--- src/rtl/clk_div_pkg.sv ---
// Shared types and constants for the programmable clock divider.
// No timing of its own; no flow control.
// Holds the run-state encoding and the smallest legal divisor.
package clk_div_pkg;

    typedef enum logic [1:0] {
        IDLE     = 2'd0,
        RUN      = 2'd1,
        STOPPING = 2'd2
    } state_t;

    localparam int MIN_DIV = 2;

endpackage

--- src/rtl/clk_div_duty.sv ---
// Output stage: builds clk_out from the phase flop, stretching odd divisors to 50% duty.
// Latency: even divisors follow pos_q directly; odd divisors rise half a clk later.
// No backpressure; neg_q is the only falling-edge state in the design.
module clk_div_duty (
    input  logic clk,
    input  logic rst,
    input  logic pos_q,
    input  logic odd,
    output logic clk_out
);

    logic neg_q;

    always_ff @(negedge clk or posedge rst) begin
        if (rst)
            neg_q <= 1'b0;
        else
            neg_q <= pos_q;
    end

    // AND of two flops trims the extra half cycle that ceil(D/2) leaves for odd D.
    assign clk_out = odd ? (pos_q & neg_q) : pos_q;

endmodule

--- src/rtl/clk_div_prog.sv ---
// Programmable clock divider with glitch-free start/stop and boundary-aligned reload.
// Latency: clk_out rises 1 clk after en is sampled; reloads take effect at the next period boundary.
// No backpressure; en is a level request and div_load a single-cycle strobe.
import clk_div_pkg::*;

module clk_div_prog #(
    parameter int W           = 8,
    parameter int DEFAULT_DIV = 4
) (
    input  logic         clk,
    input  logic         rst,
    input  logic         en,
    input  logic [W-1:0] div_val,
    input  logic         div_load,
    output logic         clk_out,
    output logic         tick,
    output logic         load_err,
    output logic [W-1:0] cur_div,
    output logic         active
);

    if (DEFAULT_DIV < MIN_DIV || DEFAULT_DIV >= (1 << W)) begin : g_bad_default
        $error("clk_div_prog: DEFAULT_DIV outside 2..2^W-1");
    end

    state_t       state, nxt_state;
    logic [W-1:0] cnt, nxt_cnt;
    logic [W-1:0] nxt_div;
    logic [W-1:0] pend_div, nxt_pend_div;
    logic         pend_vld, nxt_pend_vld;
    logic         pos_q, nxt_pos;
    logic         load_ok, boundary;
    logic [W:0]   nxt_half;

    assign load_ok  = div_load && (div_val >= W'(MIN_DIV));
    assign boundary = (state != IDLE) && (cnt == cur_div - W'(1));

    always_comb begin
        nxt_state    = state;
        nxt_cnt      = cnt;
        nxt_div      = cur_div;
        nxt_pend_div = pend_div;
        nxt_pend_vld = pend_vld;
        if (load_ok) begin
            nxt_pend_div = div_val;
            nxt_pend_vld = 1'b1;
        end
        case (state)
            IDLE: begin
                nxt_cnt = '0;
                // Nothing is running, so a load goes straight into force.
                if (load_ok) begin
                    nxt_div      = div_val;
                    nxt_pend_vld = 1'b0;
                end else if (pend_vld) begin
                    nxt_div      = pend_div;
                    nxt_pend_vld = 1'b0;
                end
                if (en)
                    nxt_state = RUN;
            end
            default: begin
                nxt_state = en ? RUN : STOPPING;
                if (boundary) begin
                    nxt_cnt = '0;
                    // A load landing on the boundary stays pending for the next one.
                    if (pend_vld) begin
                        nxt_div      = pend_div;
                        nxt_pend_vld = load_ok;
                    end
                    if (state == STOPPING && !en)
                        nxt_state = IDLE;
                end else begin
                    nxt_cnt = cnt + W'(1);
                end
            end
        endcase
    end

    assign nxt_half = ({1'b0, nxt_div} + (W+1)'(1)) >> 1;
    assign nxt_pos  = (nxt_state != IDLE) && ({1'b0, nxt_cnt} < nxt_half);

    always_ff @(posedge clk or posedge rst) begin
        if (rst) begin
            state    <= IDLE;
            cnt      <= '0;
            cur_div  <= W'(DEFAULT_DIV);
            pend_div <= '0;
            pend_vld <= 1'b0;
            pos_q    <= 1'b0;
            tick     <= 1'b0;
            load_err <= 1'b0;
            active   <= 1'b0;
        end else begin
            state    <= nxt_state;
            cnt      <= nxt_cnt;
            cur_div  <= nxt_div;
            pend_div <= nxt_pend_div;
            pend_vld <= nxt_pend_vld;
            pos_q    <= nxt_pos;
            tick     <= (nxt_state != IDLE) && (nxt_cnt == '0);
            load_err <= div_load && (div_val < W'(MIN_DIV));
            active   <= (nxt_state != IDLE);
        end
    end

    clk_div_duty u_duty (
        .clk     (clk),
        .rst     (rst),
        .pos_q   (pos_q),
        .odd     (cur_div[0]),
        .clk_out (clk_out)
    );

endmodule

--- config.mk ---
export PLATFORM = sky130hd
export DESIGN_NAME = clk_div_prog
export DESIGN_NICKNAME = d
export VERILOG_FILES = /design/src/rtl/clk_div_pkg.sv /design/src/rtl/clk_div_duty.sv /design/src/rtl/clk_div_prog.sv
export SDC_FILE = /design/constraint.sdc
export NUM_CORES = 1
export LEC_CHECK = 0
export CORE_MARGIN = 5
export CORE_UTILIZATION = 51
export DETAILED_ROUTE_END_ITERATION = 6
export PLACE_DENSITY = 0.81
export SETUP_SLACK_MARGIN = 0.4
export SLEW_MARGIN = 5
export SYNTH_ARGS = -nofsm -noshare
export SYNTH_HDL_FRONTEND = slang
export SYNTH_HIERARCHICAL = 1
export SYNTH_SLANG_ARGS = --single-unit
--- constraint.sdc ---
create_clock -name clk -period 3.3 [get_ports clk]
set_input_delay 0.33 -clock clk [delete_from_list [all_inputs] [get_ports clk]]
set_output_delay 0.33 -clock clk [all_outputs]
set_load 0.05 [all_outputs]
== Word-level counts from Yosys, hierarchy flattened ==
Index checks and enable logic that the tools add are counted.

* Reductions and logical operators: 11
* Bitwise gates (word level): 1
* $lt $le $gt $ge: 3
* Equal/unequal tests: 2
* Multiplexer cells: 18
* $add $sub $neg: 3

{| class="wikitable"
|+ Operator list
! cell !! count
|-
| $mux W8 || 6
|-
| $mux W2 || 5
|-
| $add A8 B1 Y9 const B || 1
|-
| $add A8 B1 Y8 const B || 1
|-
| $eq A8 B8 Y1 || 1
|-
| $ge A8 B2 Y1 const B || 1
|-
| $logic_not A8 Y1 || 1
|-
| $lt A8 B2 Y1 const B || 1
|-
| $lt A8 B8 Y1 || 1
|-
| $sub A8 B1 Y8 const B || 1
|-
| $mux W1 || 7
|-
| $logic_and A1 B1 Y1 || 6
|-
| $reduce_bool A2 Y1 || 2
|-
| $eq A2 B2 Y1 const B || 1
|-
| $logic_not A2 Y1 || 1
|-
| $and A1 B1 Y1 || 1
|-
| $logic_not A1 Y1 || 1
|}

* Output and inout bits: 12
* Word-level logic and storage cells: 48
* Input port bits: 12
* Register bits after elaboration: 32

== Depth between registers and ports, before layout ==
Gate-level depths: netlist of the first run.

* Depth after elaboration: 8
* Gate-level depth with buffers: 18
* Mapped depth without buffers: 18

== Cells and area by module ==
Netlist of the first run, hierarchy kept.

{| class="wikitable"
|+ By module, submodules not included
! module !! seq. area each (µm²) !! times used !! cells an instance !! area each (µm²)
|-
| clk_div_prog || 777.0 || 1 || 241 || 2149.6
|-
| clk_div_duty || 25.0 || 1 || 4 || 40.0
|}

==> summary.md, run 1 <==
| Metric | Value |
|---|---|
| MaxCap Viol Count | `0` |
| Worst reg2reg startpoint | `cur_div[1]` |
| Family with the most delay on the worst path | `simple AND/OR/NAND/NOR gates` |
| Ys async rst share | `100%` |
| Syn Inst Count | `approximately 250` |
| Root Buffer | `clkbuf_8` |
| DP Worst Slack | `-308 ps` |
| Tot GR Track Use | `~23%` |
| Worst EP arrival | `3650 ps` |
| Crit-path max FO | `3` |
| Antenna cells | `0` |
| Die ar. | `5700 sq um` |
| P_sw | `0.613 mW` |
| Setup CP Type | `reg -> reg` |
| Antenna violations before repair | `0` |
| Total number of vias | `around 2100` |
| Synth unique cells | `between 50 and 60` |
| Net Sw Frac | `a little under two fifths` |
| Util after Layout | `between 70 and 80%` |
| Synth Register Bits | `32` |
| Cts bufs inserted | `5` |
| First-pass GRT wire length | `roughly 9.8 mm` |
| Failing checks | `setup timing` |
| Residual DRC | `0` |
| Sequential area share after synthesis | `between 30% and 40%` |
| Number of global-route vias before repair | `between 2000 and 2500` |
| Mapped Area | `between 2000 and 2500 sq um` |
| Crit path required time | `approximately 3500 ps` |
| Worst Skew | `around 7 ps` |
| Routed vias/inst | `5.86` |
| DP Area | `between 2000 and 3000 sq um` |
| Peak VDD IR | `between 300 and 400 uV` |
| Comb pwr share | `about 45%` |
| Worst slew margin | `between 40% and 50%` |
| Total setup violations reported at the end of the flow | `1` |
| Levels on crit path | `15` |
| PwrDens | `540 nW/um^2` |
| Crit-path cells | `buf_4 -> nor3_4 -> xnor2_1 -> nand4_1 -> or3_4 -> o311a_1 -> a211oi_2 -> and2_4 -> nand4_2 -> xor2_1 -> ha_1 -> a21o_1 -> a21oi_1 -> nand2_1 -> a41oi_2` |
| CTS max path bufs | `2` |
| Clock share of power | `a little under a quarter` |
| Fill cell count | `slightly below 300` |
| Post-route ant nets | `0` |
| CP endpoint kind | `flop` |
| Sink Count | `32` |
| Final hold violation count | `0` |
| Fin worst setup slack | `-147 ps` |
| Reg clk slew, reported paths | `70 ps` |
| Routed Wire Length | `5.88 mm` |
| Fin cells | `approximately 360` |
| Synth warnings | `6` |
| Die outline height | `roughly 76 um` |
| CP startpoint kind | `flop` |
| Avg Cell Area, Syn | `8.94 sq um` |
| Share of total power in sequential cells | `a little under a third` |
| TritonCTS clock tree | `done` |
| Slack of the worst reg-to-reg path | `-150 ps` |
| R2r worst-path depth | `15` |
| Status | `complete, but fails checks` |
| Proportion of layout cells with a drive suffix above 1 | `26.2%` |
| Commonest non-fill, non-tap cells in the layout | `buf_4, nand2_1, dfrtp_1, clkdlybuf4s50_1, nor2_1` |
| Leak | `about 1.3 nW` |
| Min cycle time layout | `around 3400 ps` |
| Drt wl/cell | `16.6 um` |
| CP Buf/Inv Count | `1` |
| GR Overflow Total | `0` |
| Crit path largest cell delay | `430 ps` |
| Most common cell after layout, fill and taps aside | `buf_4` |
| Final Max Slew Viols | `0` |
| Core Region | `4090 sq um` |
| Fin nets | `326` |
| Fmax achieved | `a little under 0.3 GHz` |
| Syn nets | `roughly 270` |
| Worst path slowest cell | `dfrtp_2` |
| Initial Util | `a little over half` |
| Final instance area | `~3000 sq um` |
| Crit path from | `cur_div[1]` |
| Post-synth EDFFs | `0` |
| Top FF cell, synth | `dfrtp_1` |
| Largest net degree at the start of global routing | `20` |
| Worst-margin pin slew | `roughly 830 ps` |
| RSZ-0062 raised after global routing | `true` |
| Clock latency on the worst-skew pair | `290 ps` |
| DP HPWL | `approximately 4.4 mm` |
| Worst min-delay path class | `in -> async` |
| Int Pwr | `0.992 mW` |
| Die width | `between 70 and 80 um` |
| Final period utilization | `104%` |
| DR iter-0 viols | `221` |
| Dpl cells | `341` |
| Area delta synth->final | `35.7%` |
| PortBufs | `23` |
| First-pass iteration count of the detailed router | `4` |
| Final setup TNS | `-147 ps` |
| # IOs | `24` |
| H-tree depth | `2` |
| # rows | `23` |
| GP Congestion | `about 0.89` |
## cell usage after synthesis, types with 3 or more instances
master | n | share of area, %
a31oi_1 | 3 | 0.86
xnor2_1 | 11 | 4.4
o211ai_1 | 3 | 1.0
xor2_1 | 8 | 3.2
nor2_1 | 20 | 3.4
o21ai_0 | 8 | 1.8
dfrtp_1 | 30 | 34
and3_1 | 7 | 2.0
nand2b_1 | 3 | 0.86
o21a_1 | 3 | 1.0
inv_1 | 9 | 1.5
mux2i_1 | 7 | 3.2
nor3_1 | 5 | 1.1
ha_1 | 10 | 5.7
nand2_1 | 37 | 6.3
nand4_1 | 3 | 0.86
nand3_1 | 8 | 1.8
clkbuf_1 | 8 | 1.4
a21oi_1 | 10 | 2.3
## cells by family after synthesis
group | count (synthesis) | share of synthesized area [%]
adders and majority gates | 10 | 5.71
AOI/OAI and AO/OA | 53 | 18.3
DFF | 32 | 36.6
muxes | 9 | 4.23
buffers and inverters | 21 | 4.00
and+or+nand+nor | 101 | 23.5
xor gates and xnor gates | 19 | 7.60
## cell type report
| type | count | area (sq um) | area share (%) |
|---|---|---|---|
| sequential | 32 | 806 | 27.1 |
| clock buffer | 5 | 68.8 | 2.32 |
| multi-input combinational | 192 | 1410 | 47.4 |
| clock inverter | 3 | 42.5 | 1.43 |
| tap | 50 | 62.6 | 2.11 |
| inverter | 9 | 33.8 | 1.14 |
| timing repair buffer | 64 | 548 | 18.4 |
## power groups by stage
stage | logic [mW] | clock network (mW) | registers [mW]
5_1_grt | 0.776 | 0.407 | 0.518
6_report | 0.715 | 0.380 | 0.510
3_5_place_dp | 0.674 | 0 | 0.514
2_1_floorplan | 0.368 | 0 | 0.584
3_3_place_gp | 0.656 | 0 | 0.512
4_1_cts | 0.690 | 0.383 | 0.507
## routing by layer
metal | wire length [um] | vias up | global-route usage (%) | share of wire [%]
met5 | 0 | - | 0 | 0
met4 | 158 | 0 | 10.5 | 2.7
met3 | 320 | 19 | 4.62 | 5.4
met2 | 2800 | 68 | 36.7 | 48
met1 | 2600 | 992 | 30.4 | 44
li1 | - | 1001 | - | -
## through the flow
stage          hold WS (ps)  total power [mW]
3_5_place_dp            475              1.19
6_report                492              1.60
3_3_place_gp            463              1.17
4_1_cts                 492              1.58
2_1_floorplan           393             0.952
5_1_grt                 509              1.70
## state kept, by name, summed over array words and instances (netlist names)
name,count
cnt,8
cur_div,8
pend_div,8
state,2
active,1
load_err,1
pend_vld,1
pos_q,1
tick,1
u_duty/neg_q,1
## final timing paths
| path | end |
|---|---|
| worst max-delay path | pos_q |
| worst min-delay path | cnt[6] |
| worst max register to register | pos_q |
| worst min register to register | pend_div[3] |
| max in group asynchronous | u_duty/neg_q |
| min in group clk | pend_div[3] |
## what timing repair did
item / 4_1_cts / 5_1_grt
gates cloned: 0 / 0
pin swaps: 5 / 7
hold buffers: 0 / 0
setup buffers: 2 / 4
endpoints found under the setup margin: 2 / 2
resized for setup: 4 / 4
Note: power is estimated with default switching activity, not from simulation.
==> inputs of run 2 (changes only) <==
- CORE_UTILIZATION: 51 -> 55
- DONT_BUFFER_PORTS: not set -> 1
- PLACE_DENSITY: 0.81 -> 0.78
- SKIP_CTS_REPAIR_TIMING: not set -> 1
==> run 2 against run 1 <==
- the flow still finishes with violations (setup timing)
- combinational power decreased by 10%
- worst setup slack got worse by 79 ps
- critical path depth unchanged
- sequential share of layout area increased by 3.1 points
- first-iteration DRC count decreased by 67%
- global-route usage decreased by 1.3 points
- register-to-register slack got worse by 80 ps
- clock skew increased by 2.2 ps
- final area decreased by 10%
- clock power decreased by 26%
- critical path type unchanged
==> summary.md, run 2 (synthesis results as in run 1) <==
| Metric | Value |
|---|---|
| RSZ-0062 raised after global routing | `true` |
| PortBufs | `0 (-100%)` |
| Worst slew margin | `49.3% (+5.0 points)` |
| Die width | `73.1 um (-3.2%)` |
| Reg clk slew, reported paths | `60 ps (about the same)` |
| Area delta synth->final | `21.8%` |
| Clock latency on the worst-skew pair | `280 ps (about the same)` |
| First-pass GRT wire length | `9.01 mm (-8.0%)` |
| GP Congestion | `0.863 (-3.1%)` |
| Area of the multi-input gates | `1400 sq um (-0.71%)` |
| Commonest non-fill, non-tap cells in the layout | `buf_4, nand2_1, dfrtp_1, nor2_1` |
| Failing checks | `setup timing` |
| Routed Wire Length | `5.41 mm (-8.0%)` |
| Total chip power | `1.45 mW (-9.5%)` |
| # rows | `23 (unchanged)` |
| Die ar. | `5340 sq um (-6.3%)` |
| Peak VDD IR | `315 uV (-18%)` |
| CP endpoint kind | `flop` |
| Fin worst setup slack | `-226 ps (-78.9 ps)` |
| Largest registers | `cnt x8, cur_div x8, pend_div x8` |
| Post-route ant nets | `0 (unchanged)` |
| Min cycle time layout | `3530 ps (+78.9 ps)` |
| Leak | `1.18 nW (-11%)` |
| TritonCTS clock tree | `done` |
| Worst-margin pin slew | `757 ps (-75.0 ps)` |
| Die outline height | `73.1 um (-3.2%)` |
| CTS max path bufs | `2 (unchanged)` |
| Register area | `806 sq um (unchanged)` |
| Most common cell after layout, fill and taps aside | `buf_4` |
| Drt wl/cell | `16.4 um (-0.78%)` |
| Net Sw Frac | `39.7% (+1.5 points)` |
| Worst EP arrival | `3720 ps (+70 ps)` |
| Core Region | `3940 sq um (-3.5%)` |
| Largest net degree at the start of global routing | `32 (+60%)` |
| Comb pwr share | `44.3% (-0.2 points)` |
| Final hold violation count | `0 (unchanged)` |
| Total setup violations reported at the end of the flow | `1 (unchanged)` |
| First-pass iteration count of the detailed router | `4 (unchanged)` |
| Final instance area | `2670 sq um (-10%)` |
| Worst min-delay path class | `in -> async` |
| Share of total power in sequential cells | `36.2% (+4.4 points)` |
| Status | `complete, but fails checks` |
| Tot GR Track Use | `21.8% (-1.3 points)` |
| Fmax achieved | `0.284 GHz (-2.2%)` |
| Root Buffer | `clkbuf_8` |
| Int Pwr | `0.876 mW (-12%)` |
| DR iter-0 viols | `72 (-67%)` |
| H-tree depth | `2 (unchanged)` |
| DP HPWL | `4.25 mm (-3.2%)` |
| Routed vias/inst | `5.87 (+0.23%)` |
| DP Area | `2540 sq um (-8.4%)` |
| Final Max Slew Viols | `0 (unchanged)` |
| PwrDens | `544 nW/um^2 (+0.77%)` |
| Proportion of layout cells with a drive suffix above 1 | `26.2% (-0.065 points)` |
| Clock share of power | `19.5% (-4.2 points)` |
| Antenna cells | `0 (unchanged)` |
| DP Worst Slack | `-137 ps (+171 ps)` |
| Cts bufs inserted | `5 (unchanged)` |
| Total number of vias | `1932 (-7.1%)` |
| Hold slack | `21.6 ps (-470 ps)` |
| Fin nets | `300 (-8.0%)` |
| Worst Skew | `9.41 ps (+2.22 ps)` |
| Crit-path max FO | `3 (unchanged)` |
| Setup CP Type | `reg -> reg` |
| Residual DRC | `0 (unchanged)` |
| Fill cell count | `303 (+4.5%)` |
| # IOs | `24 (unchanged)` |
| Crit path required time | `3500 ps (about the same)` |
| Sink Count | `32 (unchanged)` |
| Initial Util | `55.5% (+2.0 points)` |
| P_sw | `0.576 mW (-6.0%)` |
| GR Overflow Total | `0 (unchanged)` |
| Final period utilization | `107% (+2.4 points)` |
| Number of global-route vias before repair | `1885 (-8.2%)` |
| MaxCap Viol Count | `0 (unchanged)` |
| Antenna violations before repair | `0 (unchanged)` |
| CP startpoint kind | `flop` |
[run 2: cell count changes in the layout (fill, tap and decap cells not counted), sizes merged]
cell           delta
buf               -4
bufinv            -1
clkinv            -1
clkdlybuf4s50    -22
clkbuf            +3
clkinvlp          -1
[run 2: routing by layer]
layer / vias up / part of all wire [%] / GRT usage [%]
met5: - / 0 / 0
met4: 0 / 0.81 / 6.97
met3: 6 / 4.4 / 3.99
met2: 46 / 47 / 33.0
met1: 933 / 47 / 31.4
li1: 947 / - / -
[run 2: cell type report]
cell class | instances | share of cell area (%)
Tap cell | 50 | 2.35
Inverter | 9 | 1.27
Sequential cell | 32 | 30.2
Clock buffer | 8 | 3.00
Timing Repair Buffer | 38 | 10.7
Multi-Input combinational cell | 192 | 52.5
[run 2: path summary, 6_finish.rpt]
kind	start	endpoint	slack (ps)	depth (start not counted)
worst max-delay path	cur_div[1]	pos_q	-230	15
worst min-delay path	rst	tick	20	2
worst max register to register	cur_div[1]	pos_q	-230	15
worst min register to register	pend_div[4]	pend_div[4]	480	2
max in group asynchronous	rst	u_duty/neg_q	1870	1
min in group clk	en	state[0]	80	0
[run 2: stage by stage]
| stage | utilization [%] | std cells | TNS, ps |
|---|---|---|---|
| after floorplan | - | 245 | -93.5 |
| after global placement | 64.3 | 319 | -36.4 |
| after detailed placement | 64.3 | 319 | -137 |
| after CTS | 66.4 | 327 | -166 |
| after global routing | 67.6 | 329 | -481 |
| final | 67.6 | 329 | -226 |
[run 2: worst max-delay path, stage by stage (launching register included)]
cell and delay, ps:
dfrtp_2 410, buf_4 150, nor3_1 240, xnor2_1 180
nand4_1 190, or3_4 370, o311a_1 350, a211oi_2 260
and2_4 210, nand4_4 100, xor2_1 170, ha_1 330
a21o_1 170, a21oi_2 100, nand2_1 70, a41oi_2 150
[run 2: power by group through the flow]
stage | clock [mW] | sequential (mW) | combinational, mW
after floorplan | 0 | 0.584 | 0.368
after global placement | 0 | 0.530 | 0.596
after detailed placement | 0 | 0.532 | 0.610
after CTS | 0.288 | 0.525 | 0.612
after global routing | 0.307 | 0.533 | 0.701
final | 0.283 | 0.525 | 0.643
==> inputs of run 3 (changes only) <==
- CORE_UTILIZATION: 55 -> 30
- PLACE_DENSITY: 0.78 -> 0.5
==> run 3 against run 2 <==
- the run still ends with setup timing left
- critical endpoint unchanged
- power grew 3.2%
- combinational power is 6.8% higher
- clock power increased by 2%
- highest routed layer unchanged
==> summary.md, run 3 (synthesis results as in run 1) <==
| Metric | Value |
|---|---|
| Status | `complete, but fails checks` |
| Failing checks | `setup timing` |
| Initial Util | `30.5% (-25 points)` |
| Fmax achieved | `0.295 GHz (+4.0%)` |
| Proportion of layout cells with a drive suffix above 1 | `31.3% (+5.1 points)` |
| Antenna violations before repair | `0 (unchanged)` |
| Drt wl/cell | `15.2 um (-7.3%)` |
| Int Pwr | `0.909 mW (+3.9%)` |
| Peak VDD IR | `222 uV (-29%)` |
| GR Overflow Total | `0 (unchanged)` |
| Final period utilization | `103% (-4.1 points)` |
| Worst slew margin | `70.2% (+21 points)` |
| Final hold violation count | `0 (unchanged)` |
| Util after Layout | `39.8% (-28 points)` |
| Share of total power in sequential cells | `34.9% (-1.3 points)` |
| Fill cell count | `741 (+140%)` |
| Crit-path cells | `inv_2 -> ha_4 -> xnor2_1 -> nor2_1 -> nand4_1 -> o21bai_4 -> or2_4 -> or4b_4 -> o21ai_4 -> nand4_2 -> xor2_1 -> ha_1 -> a21o_1 -> a21oi_2 -> nand2_1 -> a41oi_2` |
| Commonest non-fill, non-tap cells in the layout | `buf_4, nand2_1, dfrtp_1, nor2_1, xnor2_1` |
| Largest net degree at the start of global routing | `32 (unchanged)` |
| Number of global-route vias before repair | `1931 (+2.4%)` |
| Clock share of power | `19.3% (-0.2 points)` |
| CTS max path bufs | `2 (unchanged)` |
| PortBufs | `0 (unchanged)` |
| Worst path slowest cell | `or4b_4` |
| DR iter-0 viols | `65 (-9.7%)` |
| Setup CP Type | `reg -> reg` |
| Die width | `95.4 um (+31%)` |
| Worst min-delay path class | `in -> async` |
| Post-route ant nets | `0 (unchanged)` |
| GP Congestion | `0.890 (+3.1%)` |
| Routed Wire Length | `5.99 mm (+11%)` |
| # IOs | `24 (unchanged)` |
| Routed vias/inst | `4.91 (-16%)` |
| Crit-path max FO | `4 (+1)` |
| Crit path required time | `3500 ps (about the same)` |
| Tot GR Track Use | `13.9% (-7.9 points)` |
| Cts bufs inserted | `5 (unchanged)` |
| Core Region | `7180 sq um (+82%)` |
| Worst EP arrival | `3590 ps (-130 ps)` |
| Die ar. | `9110 sq um (+70%)` |
| Dpl cells | `380 (+19%)` |
| Family with the most delay on the worst path | `simple AND/OR/NAND/NOR gates` |
| Net Sw Frac | `39.3% (-0.38 points)` |
| Die outline height | `95.4 um (+31%)` |
| First-pass iteration count of the detailed router | `4 (unchanged)` |
| Total number of vias | `1931 (-0.052%)` |
| # rows | `31 (+35%)` |
| MaxCap Viol Count | `0 (unchanged)` |
| Antenna cells | `0 (unchanged)` |
| H-tree depth | `2 (unchanged)` |
| CP startpoint kind | `flop` |
| Final Max Slew Viols | `0 (unchanged)` |
| Reg clk slew, reported paths | `70 ps (about the same)` |
| Clock latency on the worst-skew pair | `290 ps (about the same)` |
| Worst Skew | `9.36 ps (-0.0501 ps)` |
| DP HPWL | `4.64 mm (+9.4%)` |
| P_sw | `0.589 mW (+2.2%)` |
| CP Buf/Inv Count | `1 (unchanged)` |
| Fin nets | `315 (+5.0%)` |
| Hold slack | `26.3 ps (+4.73 ps)` |
| PwrDens | `525 nW/um^2 (-3.5%)` |
| Min cycle time layout | `3390 ps (-135 ps)` |
| Sink Count | `32 (unchanged)` |
| Residual DRC | `0 (unchanged)` |
| Largest registers | `cnt x8, cur_div x8, pend_div x8` |
| First-pass GRT wire length | `9.65 mm (+7.1%)` |
| DP Worst Slack | `-150 ps (-13.0 ps)` |
| Root Buffer | `clkbuf_8` |
| Crit path largest cell delay | `500 ps (+90 ps)` |
| Area delta synth->final | `30.3%` |
| Comb pwr share | `45.9% (+1.6 points)` |
| CP endpoint kind | `flop` |
| Fin cells | `393 (+19%)` |
| TritonCTS clock tree | `done` |
| Total setup violations reported at the end of the flow | `1 (unchanged)` |
| Leak | `1.28 nW (+8.1%)` |
| Most common cell after layout, fill and taps aside | `buf_4` |
| Fin worst setup slack | `-91.5 ps (+135 ps)` |
| RSZ-0062 raised after global routing | `true` |
| Worst-margin pin slew | `447 ps (-310 ps)` |
run 3: cell count changes in the layout (fill, tap and decap cells not counted), sizes merged:
cell / previous run / this run
buf: 38 / 53
run 3: worst reg2reg max path, cell delays in order, from the launching register on:
cell      delay [ps]
dfrtp_2          420
inv_2             80
ha_4             190
xnor2_1          120
nor2_1           130
nand4_1          150
o21bai_4         210
or2_4            280
or4b_4           500
o21ai_4          100
nand4_2          120
xor2_1           160
ha_1             300
a21o_1           190
a21oi_2          130
nand2_1           70
a41oi_2          140
run 3: cell type report:
| class | count | area [sq um] | area share (%) |
|---|---|---|---|
| Timing Repair Buffer | 53 | 398 | 13.9 |
| Tap cell | 99 | 124 | 4.34 |
| Multi-Input combinational cell | 192 | 1410 | 49.5 |
| Inverter | 9 | 33.8 | 1.18 |
| Sequential cell | 32 | 806 | 28.2 |
| Clock buffer | 8 | 80.1 | 2.81 |
run 3: stage by stage:
step	TNS (ps)	power, mW	instance area [sq um]
3_3_place_gp	-122	1.18	2690
2_1_floorplan	-93.5	0.952	2260
4_1_cts	-178	1.49	2770
6_report	-91.5	1.50	2850
3_5_place_dp	-150	1.19	2690
5_1_grt	-281	1.60	2850
run 3: final timing paths:
path,startpoint,slack [ps],cells past startpoint,end
worst max register to register,cur_div[1],-90,16,pos_q
worst min-delay path,rst,30,2,pend_div[1]
worst min register to register,pend_div[4],480,2,pend_div[4]
max in group asynchronous,rst,1880,1,u_duty/neg_q
worst max-delay path,cur_div[1],-90,16,pos_q
min in group clk,en,80,0,state[0]
run 3: power by group through the flow:
stage	sequential, mW	clock [mW]	combinational (mW)
floorplan	0.584	0	0.368
CTS	0.523	0.307	0.661
finish	0.522	0.289	0.687
detailed placement	0.530	0	0.656
global route	0.532	0.319	0.749
global placement	0.529	0	0.653
run 3: layer usage:
| layer | wire, um | track usage (%) |
|---|---|---|
| met3 | 193 | 2.76 |
| met5 | 0 | 0 |
| met1 | 2880 | 18.6 |
| met2 | 2860 | 22.2 |
| met4 | 56 | 5.09 |
